<file path="src/rtl/matmul_pkg.sv">
// Shared matmul definitions: matrix geometry, word packing order and drain types.
package matmul_pkg;

  localparam int MM_DATA_WIDTH = 16;
  localparam int MM_ROWS       = 64;
  localparam int MM_COLS       = 64;
  // 32-bit output words per matrix row
  localparam int MM_WPR        = MM_COLS * MM_DATA_WIDTH / 32;

  // High half of each 32-bit word carries the even element (2j), low half 2j+1
  localparam bit MM_PACK_HI_EVEN = 1'b1;

  // FIFO entry: word plus frame and row markers
  localparam int DRAIN_ENTRY_W = 34;

  typedef enum logic [1:0] {
    IDLE   = 2'd0,
    READ   = 2'd1,
    FLUSH  = 2'd2,
    FINISH = 2'd3
  } drain_state_t;

  typedef struct packed {
    logic [31:0] data;
    logic        tlast;
    logic        row_last;
  } drain_entry_t;

  // Present a BRAM word with the even element in the high half
  function automatic logic [31:0] pack_word(input logic [31:0] w);
    return MM_PACK_HI_EVEN ? w : {w[15:0], w[31:16]};
  endfunction

endpackage

</file>
<file path="src/rtl/matmul_drain_fifo.sv">
// Synchronous register FIFO with occupancy count; absorbs BRAM read latency.
module matmul_drain_fifo #(
  parameter int DEPTH = 3,
  parameter int WIDTH = matmul_pkg::DRAIN_ENTRY_W,
  parameter int CNT_W = $clog2(DEPTH + 1)
) (
  input  logic             clk,
  input  logic             rst,
  input  logic             push,
  input  logic [WIDTH-1:0] din,
  input  logic             pop,
  output logic [WIDTH-1:0] dout,
  output logic             empty,
  output logic [CNT_W-1:0] count
);

  localparam int               PTR_W    = (DEPTH > 1) ? $clog2(DEPTH) : 1;
  localparam logic [PTR_W-1:0] LAST_PTR = PTR_W'(DEPTH - 1);
  localparam logic [CNT_W-1:0] DEPTH_V  = CNT_W'(DEPTH);

  logic [WIDTH-1:0] mem [DEPTH];
  logic [PTR_W-1:0] wr_ptr;
  logic [PTR_W-1:0] rd_ptr;
  logic             full;
  logic             do_push;
  logic             do_pop;

  assign empty   = (count == '0);
  assign full    = (count == DEPTH_V);
  assign do_push = push & ~full;
  assign do_pop  = pop & ~empty;
  assign dout    = mem[rd_ptr];

  // Pointer and occupancy bookkeeping; reset flushes the FIFO
  always_ff @(posedge clk) begin
    if (rst) begin
      wr_ptr <= '0;
      rd_ptr <= '0;
      count  <= '0;
    end else begin
      if (do_push) wr_ptr <= (wr_ptr == LAST_PTR) ? '0 : wr_ptr + 1'b1;
      if (do_pop)  rd_ptr <= (rd_ptr == LAST_PTR) ? '0 : rd_ptr + 1'b1;
      case ({do_push, do_pop})
        2'b10:   count <= count + 1'b1;
        2'b01:   count <= count - 1'b1;
        default: count <= count;
      endcase
    end
  end

  // Entry storage; contents are qualified by count, so no reset needed
  always_ff @(posedge clk) begin
    if (do_push) mem[wr_ptr] <= din;
  end

endmodule

</file>
<file path="src/rtl/matmul_result_drain.sv">
// Drains the matmul output buffer in row-major order as a valid/ready stream
// with row/frame markers; reads are credit-limited so the FIFO never overflows.
module matmul_result_drain #(
  parameter int DATA_WIDTH   = matmul_pkg::MM_DATA_WIDTH,
  parameter int ROWS         = matmul_pkg::MM_ROWS,
  parameter int COLS         = matmul_pkg::MM_COLS,
  parameter int ADDR_WIDTH   = 11,
  parameter int READ_LATENCY = 1
) (
  input  logic                  clk_a,
  input  logic                  rst,
  input  logic                  done,
  output logic                  en_out_axi,
  output logic [3:0]            we_out_axi,
  output logic [ADDR_WIDTH-1:0] addr_out_axi,
  input  logic [31:0]           dout_out_axi,
  output logic [31:0]           m_tdata,
  output logic                  m_tvalid,
  input  logic                  m_tready,
  output logic                  m_tlast,
  output logic                  m_row_last,
  output logic                  busy,
  output logic                  drain_done
);

  import matmul_pkg::*;

  localparam int WPR        = COLS * DATA_WIDTH / 32;
  localparam int TOTAL      = ROWS * WPR;
  localparam int FIFO_DEPTH = READ_LATENCY + 2;
  localparam int CNT_W      = $clog2(FIFO_DEPTH + 1);
  localparam int WC_W       = $clog2(TOTAL) + 1;

  localparam logic [CNT_W:0]  DEPTH_V   = (CNT_W + 1)'(FIFO_DEPTH);
  localparam logic [WC_W-1:0] LAST_WORD = WC_W'(TOTAL - 1);
  localparam logic [WC_W-1:0] WPR_V     = WC_W'(WPR);
  localparam logic [WC_W-1:0] ROW_END   = WC_W'(WPR - 1);

  drain_state_t             state;
  drain_state_t             state_nxt;
  logic                     done_q;
  logic                     trigger;
  logic [WC_W-1:0]          rd_cnt;
  logic [WC_W-1:0]          wr_cnt;
  logic [READ_LATENCY-1:0]  rd_vld_p;
  logic [CNT_W-1:0]         inflight;
  logic [CNT_W-1:0]         fifo_count;
  logic [CNT_W:0]           occupancy;
  logic                     credit_ok;
  logic                     issue;
  logic                     push;
  logic                     pop;
  logic                     fifo_empty;
  drain_entry_t             push_entry;
  drain_entry_t             head_entry;
  logic [DRAIN_ENTRY_W-1:0] head_bits;

  assign trigger   = done & ~done_q;
  assign issue     = (state == READ) & credit_ok;
  assign push      = rd_vld_p[READ_LATENCY-1];
  assign pop       = m_tvalid & m_tready;
  assign occupancy = {1'b0, inflight} + {1'b0, fifo_count};
  assign credit_ok = occupancy < DEPTH_V;
  assign head_entry = drain_entry_t'(head_bits);

  assign en_out_axi   = issue;
  assign we_out_axi   = 4'b0000;
  assign addr_out_axi = rd_cnt[ADDR_WIDTH-1:0];

  // Reads still in the BRAM pipeline hold a credit until they land in the FIFO
  always_comb begin
    inflight = '0;
    for (int i = 0; i < READ_LATENCY; i++) begin
      inflight = inflight + CNT_W'(rd_vld_p[i]);
    end
  end

  // Markers come from the count of returned words, not from the address
  always_comb begin
    push_entry.data     = pack_word(dout_out_axi);
    push_entry.tlast    = (wr_cnt == LAST_WORD);
    push_entry.row_last = ((wr_cnt % WPR_V) == ROW_END);
  end

  // Edge detector; starts high so a done already asserted at reset is not a trigger
  always_ff @(posedge clk_a) begin
    if (rst) done_q <= 1'b1;
    else     done_q <= done;
  end

  // Issue/return counters and the read-valid shift register (stage p0 .. pN)
  always_ff @(posedge clk_a) begin
    if (rst) begin
      rd_cnt   <= '0;
      wr_cnt   <= '0;
      rd_vld_p <= '0;
    end else begin
      if ((state == IDLE) && trigger) begin
        rd_cnt <= '0;
        wr_cnt <= '0;
      end else begin
        if (issue) rd_cnt <= rd_cnt + 1'b1;
        if (push)  wr_cnt <= wr_cnt + 1'b1;
      end
      rd_vld_p <= (rd_vld_p << 1) | READ_LATENCY'(issue);
    end
  end

  // BRAM data return boundary: words enter the FIFO when their read valid emerges
  matmul_drain_fifo #(
    .DEPTH (FIFO_DEPTH),
    .WIDTH (DRAIN_ENTRY_W),
    .CNT_W (CNT_W)
  ) u_fifo (
    .clk   (clk_a),
    .rst   (rst),
    .push  (push),
    .din   (push_entry),
    .pop   (pop),
    .dout  (head_bits),
    .empty (fifo_empty),
    .count (fifo_count)
  );

  // FSM state register
  always_ff @(posedge clk_a) begin
    if (rst) state <= IDLE;
    else     state <= state_nxt;
  end

  // FSM next-state: a done edge outside IDLE is ignored
  always_comb begin
    state_nxt = state;
    case (state)
      IDLE:    if (trigger) state_nxt = READ;
      READ:    if (issue && (rd_cnt == LAST_WORD)) state_nxt = FLUSH;
      FLUSH:   if (pop && head_entry.tlast) state_nxt = FINISH;
      FINISH:  state_nxt = IDLE;
      default: state_nxt = IDLE;
    endcase
  end

  // FSM outputs: stream fields are forced to zero whenever no word is offered
  always_comb begin
    busy       = (state == READ) || (state == FLUSH);
    drain_done = (state == FINISH);
    m_tvalid   = busy && !fifo_empty;
    m_tdata    = m_tvalid ? head_entry.data : '0;
    m_tlast    = m_tvalid && head_entry.tlast;
    m_row_last = m_tvalid && head_entry.row_last;
  end

endmodule

</file>
<file path="config.mk">
export PLATFORM = sky130hd
export DESIGN_NAME = matmul_result_drain
export DESIGN_NICKNAME = d
export VERILOG_FILES = /design/src/rtl/matmul_pkg.sv /design/src/rtl/matmul_drain_fifo.sv /design/src/rtl/matmul_result_drain.sv
export SDC_FILE = /design/constraint.sdc
export NUM_CORES = 1
export LEC_CHECK = 0
export CORE_MARGIN = 3
export CORE_UTILIZATION = 35
export CTS_BUF_LIST = sky130_fd_sc_hd__clkbuf_4
export CTS_CLUSTER_SIZE = 12
export DETAILED_ROUTE_END_ITERATION = 7
export DONT_BUFFER_PORTS = 1
export PLACE_DENSITY_LB_ADDON = 0.25
export SKIP_LAST_GASP = 1
export SYNTH_ARGS = -nofsm -noshare
export SYNTH_HDL_FRONTEND = slang
export SYNTH_SLANG_ARGS = --single-unit
</file>
<file path="constraint.sdc">
create_clock -name clk_a -period 5.8 [get_ports clk_a]
set_input_delay 1.16 -clock clk_a [delete_from_list [all_inputs] [get_ports clk_a]]
set_output_delay 1.16 -clock clk_a [all_outputs]
set_load 0.005 [all_outputs]
</file>
Word-level counts from Yosys, hierarchy flattened
Memory sizes are Yosys's and may differ from the RTL's. A register that Yosys moved wholly into a read port is not among the register bits.
Index checks and enable logic that the tools add are counted.
{"block": "totals", "reg_bits": 34, "latch_bits": 0, "ram_bits": 102, "mem_bits_ro": 0, "in_bits": 36, "output_inout_bits": 53, "elab_cells": 64, "memories": 1}
{"name": "u_fifo.mem", "depth": 3, "word_bits": 34, "read_ports": 1, "rd_ports_with_merged_regs": 1, "write_ports": 1, "line": "matmul_drain_fifo.sv:21", "text": "logic [WIDTH-1:0] mem [DEPTH];"}
{"block": "classes", "n_addsub": 7, "n_mul": 0, "div_mod_pow": 0, "order_cmp": 1, "n_eq_ne": 14, "shifts": 0, "n_mux": 12, "bitwise_logic": 8, "reduce_logical": 13}
{"op": "two-way mux 32 bit", "count": 1}
{"op": "adder 12 x 1 -> 12 bit, second input constant", "count": 2}
{"op": "== test 12 x 11 -> 1 bit, second input constant", "count": 2}
{"op": "two-way mux 2 bit", "count": 7}
{"op": "== test 2 bit, second input constant", "count": 6}
{"op": "one-hot mux 2 bit (4 select lines)", "count": 1}
{"op": "adder 2 x 1 -> 2 bit, second input constant", "count": 3}
{"op": "logical AND 1 bit", "count": 6}
{"op": "AND 1 bit", "count": 5}
{"op": "== test 5 bit, second input constant", "count": 1}
{"op": "== test 2 x 1 -> 1 bit, second input constant", "count": 2}
{"op": "logical NOT 2 bit", "count": 2}
{"op": "inequality test 2 bit, second input constant", "count": 2}
{"op": "one-hot mux 2 bit (2 select lines)", "count": 1}
{"op": "adder 1 x 2 -> 3 bit", "count": 1}
{"op": "< comparator 3 x 2 -> 1 bit, second input constant", "count": 1}
{"op": "NOT 1 bit", "count": 3}
{"op": "AND reduction 3 bit", "count": 1}
{"op": "two-way mux 1 bit", "count": 2}
{"op": "inequality test 2 x 1 -> 1 bit, second input constant", "count": 1}
{"op": "nonzero test 2 bit", "count": 1}
{"op": "OR reduction 2 bit", "count": 1}
{"op": "subtractor 2 x 1 -> 2 bit, second input constant", "count": 1}
{"op": "logical NOT 1 bit", "count": 1}
{"op": "logical OR 1 bit", "count": 1}

Longest topological paths before layout
{"block": "logic_depth", "depth_word": 7, "mapped_depth": 8, "mapped_depth_nobuf": 8}

By module
From an unflattened synthesis, not the netlist that was laid out.
{"block": "hier_totals", "cells_unflattened": 459, "hier_area_um2": 5839.4}
{"mod": "matmul_drain_fifo", "n_inst": 1, "cells_each": 248, "area_each_um2": 4071.4, "seq_area_each_um2": 3223.1}
{"mod": "matmul_result_drain", "n_inst": 1, "cells_each": 211, "area_each_um2": 1767.9, "seq_area_each_um2": 560.5}

Worst setup path before layout
No wires, ideal clock.
{"block": "synth_path", "path_kind": "reg2reg", "startpoint": "register rd_vld_p (netlist: push)", "endpoint": "memory u_fifo.mem[2][0] (netlist name), enable pin", "setup_ns": 0.475, "arrival_time_ns": 3.328, "required_ns": 5.325, "path_slack_ns": 1.997, "path_stages_with_launch": 4, "n_path_buf": 1, "synth_period_minus_slack_ns": 3.803, "path_cell_list": "dfxtp_1 -> clkbuf_1 -> nand2_1 -> nor3b_1"}
{"block": "synth_via", "elab_chain_cells": 3}
{"element": "start, declared", "line": "matmul_result_drain.sv:45", "text": "logic [READ_LATENCY-1:0] rd_vld_p;"}
{"element": "start signal, assigned", "line": "matmul_result_drain.sv:105", "text": "rd_vld_p <= (rd_vld_p << 1) | READ_LATENCY'(issue);"}
{"element": "AND 1 bit", "line": "matmul_drain_fifo.sv:30", "text": "assign do_push = push & ~full;"}
{"element": "two-way mux 1 bit", "line": "matmul_drain_fifo.sv:53", "text": "if (do_push) mem[wr_ptr] <= din;"}
{"element": "two-way mux 1 bit (implied by the code)", "line": "matmul_drain_fifo.sv:53"}
{"element": "end, declared", "line": "matmul_drain_fifo.sv:21"}
No other way between the ends.

==> metrics.md <==
| Metric | Value |
|---|---|
| Kind of critical path | reg2out |
| RSZ-0062 raised after global routing | no |
| Vias in the first global route | 3167 |
| Remaining DRCs | 0 |
| Util after Layout | 39.3% |
| Dpl ws | 2.82 ns |
| Post-layout min period | 3.47 ns |
| First-pass GRT wire length | 16.8 mm |
| Post-synth top area share | 54.2% |
| Prevailing post-synth register cell | edfxtp_1 |
| Post-route clock period utilization | 59.9% |
| Synth Area in Adders | 2.44% |
| Seq/Total Area, Yosys | 67.0% |
| Compound-gate portion of the synthesized area | 5.36% |
| Xor/xnor cell area share of the yosys netlist | 3.10% |
| Detail Placement HPWL | 6.47 mm |
| Crit. End Element | output port |
| Filler instances | 1494 |
| PnR worst setup slack | 2.33 ns |
| Maximum clock path buffer count | 2 |
| Distinct cell type count after synthesis | 36 |
| Hold Crit Class | reg2reg |
| TritonCTS clock tree | done |
| Pwr per Cell Area | 339 nW/um^2 |
| Simple-gate area share of the yosys netlist | 11.7% |
| Sequential Power Share | 57.1% |
| Die Span X | 133 um |
| Switch share | 25.7% |
| Number of flops mapped to enable cells by yosys | 102 |
| Max_slew headroom | 19.9% |
| Largest net degree at the start of global routing | 47 |
| Syn avg cell area | 12.5 um^2 |
| Buffers & Inverters on Critical Path | 0 |
| VDD IR-drop max | 0.165 mV |
| Cells after Synth | 451 |
| Fin area | 6090 um^2 |
| Pleak | 2.04 nW |
| # clock sinks | 138 |
| CTS Hold Bufs | 0 |
| I/O pins | 89 |
| CP peak stage delay | 1.15 ns |
| CTS HTree Levels | 4 |
| Top post-synthesis cells by count | edfxtp_1 (102), nor2_1 (93), a21oi_1 (42) |
| Total GRT Usage | 12.3% |
| Net switching power | 531 uW |
| Yosys warning total | 0 |
| Non-Filler Instances | 668 |
| Vias per std cell | 4.73 |
| Post-DP Area | 5800 um^2 |
| R2R setup slack | 3.45 ns |
| Worst r2r src | push$_SDFF_PP0_ |
| IO buf count | 0 |
| Worst-Skew Late Latency | 0.51 ns |
| Per-cell routed wire length | 15.6 um |
| # diodes | 0 |
| Crit path cell chain | mux2i_1, nor2_1, a21oi_1, nor2_1 |
| P_int | 1.53 mW |
| Final Max Tran Viols | 0 |
| Critical Path RT | 4.64 ns |
| Synthesized flop and latch total | 138 |
| Status | finished, final reports clean |
| CTS root buffer | clkbuf_4 |
| Fraction of layout cells with a size suffix above 1 | 8.75% |
| Tightest Pin Transition | 1.20 ns |
| Setup-failing EPs final | 0 |
| Clock transition at path regs | 0.11 ns |
| Most area-hungry cell type in the Yosys netlist | edfxtp_1 |
| Initial core utilization | 36.5% |
| Skew final | 0.0190 ns |
| Gr ovfl total | 0 |
| Clock power frac | 30.9% |
| Count leader, synth | edfxtp_1 |
| Dpl cells | 636 |
| Final WL | 10.4 mm |
| Core ar. | 15500 um^2 |
| 1st-iter DRT viols | 188 |
| Area contributors post-synth | edfxtp_1 (54%), dfxtp_1 (13%), mux2i_1 (6.6%), nor2_1 (6.2%), a21oi_1 (3.7%) |
| Post-CTS Setup Inserts | 0 |
| CP Data Arrival Time | 2.31 ns |
| Die ar. | 17700 um^2 |
| Gate power share | 12.0% |
| Die Y | 133 um |
| Final #Nets | 491 |
| Crit-path leading delay family | flip-flops |
| PostCTS Resize Cnt | 0 |
| Final Power | 2.06 mW |
| CP Launch Type | flip-flop |
| Crit-path slowest cell | dfxtp_2 |
| Setup TNS | 0 ns |
| Rows | 45 |
| Max-cap violations | 0 |
| Hold path start | wr_cnt[5]$_SDFFE_PP0P_ |
| Worst Hold Margin | 0.502 ns |
| F_max | 0.288 GHz |
| Inserted Clock Buffers | 17 |
| Largest family of logic cells by synthesized area | simple AND/OR/NAND/NOR gates |
| DRT Pass-1 Iters | 4 |
| Gp weighted congestion | 0.692 |
| Syn-to-layout area delta | 7.84% |
| CP dominant cell by count | nor2_1 |
| Mux cell area share after synthesis | 6.56% |
| Initial antenna violation count | 0 |
| CP Max Fanout | 35 |
| Via count | 3162 |
| Synthesized cell area | 5650 um^2 |
| Asr flop ratio synth | 0% |
| Routed Antenna Nets | 0 |
| Final hold vios | 0 |
worst register-to-register path, stage by stage (launching register included):
cell,delay [ns]
dfxtp_1,0.55
ha_1,0.22
ha_1,0.25
a211o_1,0.34
o31ai_1,0.30
or4b_1,0.46
o211a_1,0.14
routing by layer:
| layer | up-vias | share of wire, % | track usage [%] | wire [um] |
|---|---|---|---|---|
| met5 | - | 0 | 0 | 0 |
| met4 | 0 | 0.73 | 4.16 | 76 |
| met3 | 6 | 8.7 | 6.05 | 910 |
| met2 | 82 | 48 | 20.5 | 5060 |
| met1 | 1503 | 42 | 13.8 | 4400 |
| li1 | 1571 | - | - | - |
final cells by class:
type	count	area, um^2	share of cell area, %
clock inverter	13	151	2.49
sequential	138	3790	62.1
tap	211	264	4.33
multi-input combinational	275	1680	27.6
inverter	7	26.3	0.431
clock buffer	19	143	2.34
timing repair buffer	5	37.5	0.616
cells by family (layout without fill, tap and decap cells):
logic type | Yosys count | count (layout)
xor gates and xnor gates | 20 | 20
and+or+nand+nor | 147 | 147
AOI/OAI and AO/OA | 56 | 56
DFF | 138 | 138
other | 1 | 4
muxes | 37 | 37
adders and majority gates | 11 | 11
buffers and inverters | 41 | 44
placed cells by master, fill, tap and decap left out, drive strengths merged, types with 2 or more instances in the layout:
cell,n
edfxtp,102
nor2,93
a21oi,42
mux2i,37
dfxtp,36
clkbuf,19
xor2,14
nand2,13
ha,11
nand3,8
inv,8
o21ai,7
clkinv,7
xnor2,6
buf,5
nand2b,5
and3,4
or3,4
nand4,4
conb,4
nor3,4
nor2b,3
bufinv,3
nor3b,3
a211oi,2
and4,2
clkinvlp,2
power by group through the flow:
| stage | logic (mW) | registers [mW] | clock network [mW] |
|---|---|---|---|
| 2_1_floorplan | 0.216 | 1.18 | 0 |
| 3_5_place_dp | 0.255 | 1.20 | 0 |
| 5_1_grt | 0.288 | 1.19 | 0.703 |
| 3_3_place_gp | 0.248 | 1.20 | 0 |
| 4_1_cts | 0.257 | 1.18 | 0.660 |
| 6_report | 0.248 | 1.18 | 0.638 |
flip-flops by register name, summed over array words and instances, names as in the netlist, named ones only:
name,cells
u_fifo.mem,102
wr_cnt,12
rd_cnt,12
push,1
u_fifo.wr_ptr,2
state,2
u_fifo.rd_ptr,2
done_q,1
u_fifo.count,2
final timing paths:
path | endpoint | cells past startpoint
worst max-delay path | m_row_last | 4
worst min-delay path | wr_cnt[5]$_SDFFE_PP0P_ | 2
worst max register to register | state[0]$_SDFFE_PP0P_ | 6
worst min register to register | wr_cnt[5]$_SDFFE_PP0P_ | 2
Power figures use the tool's default switching activity.
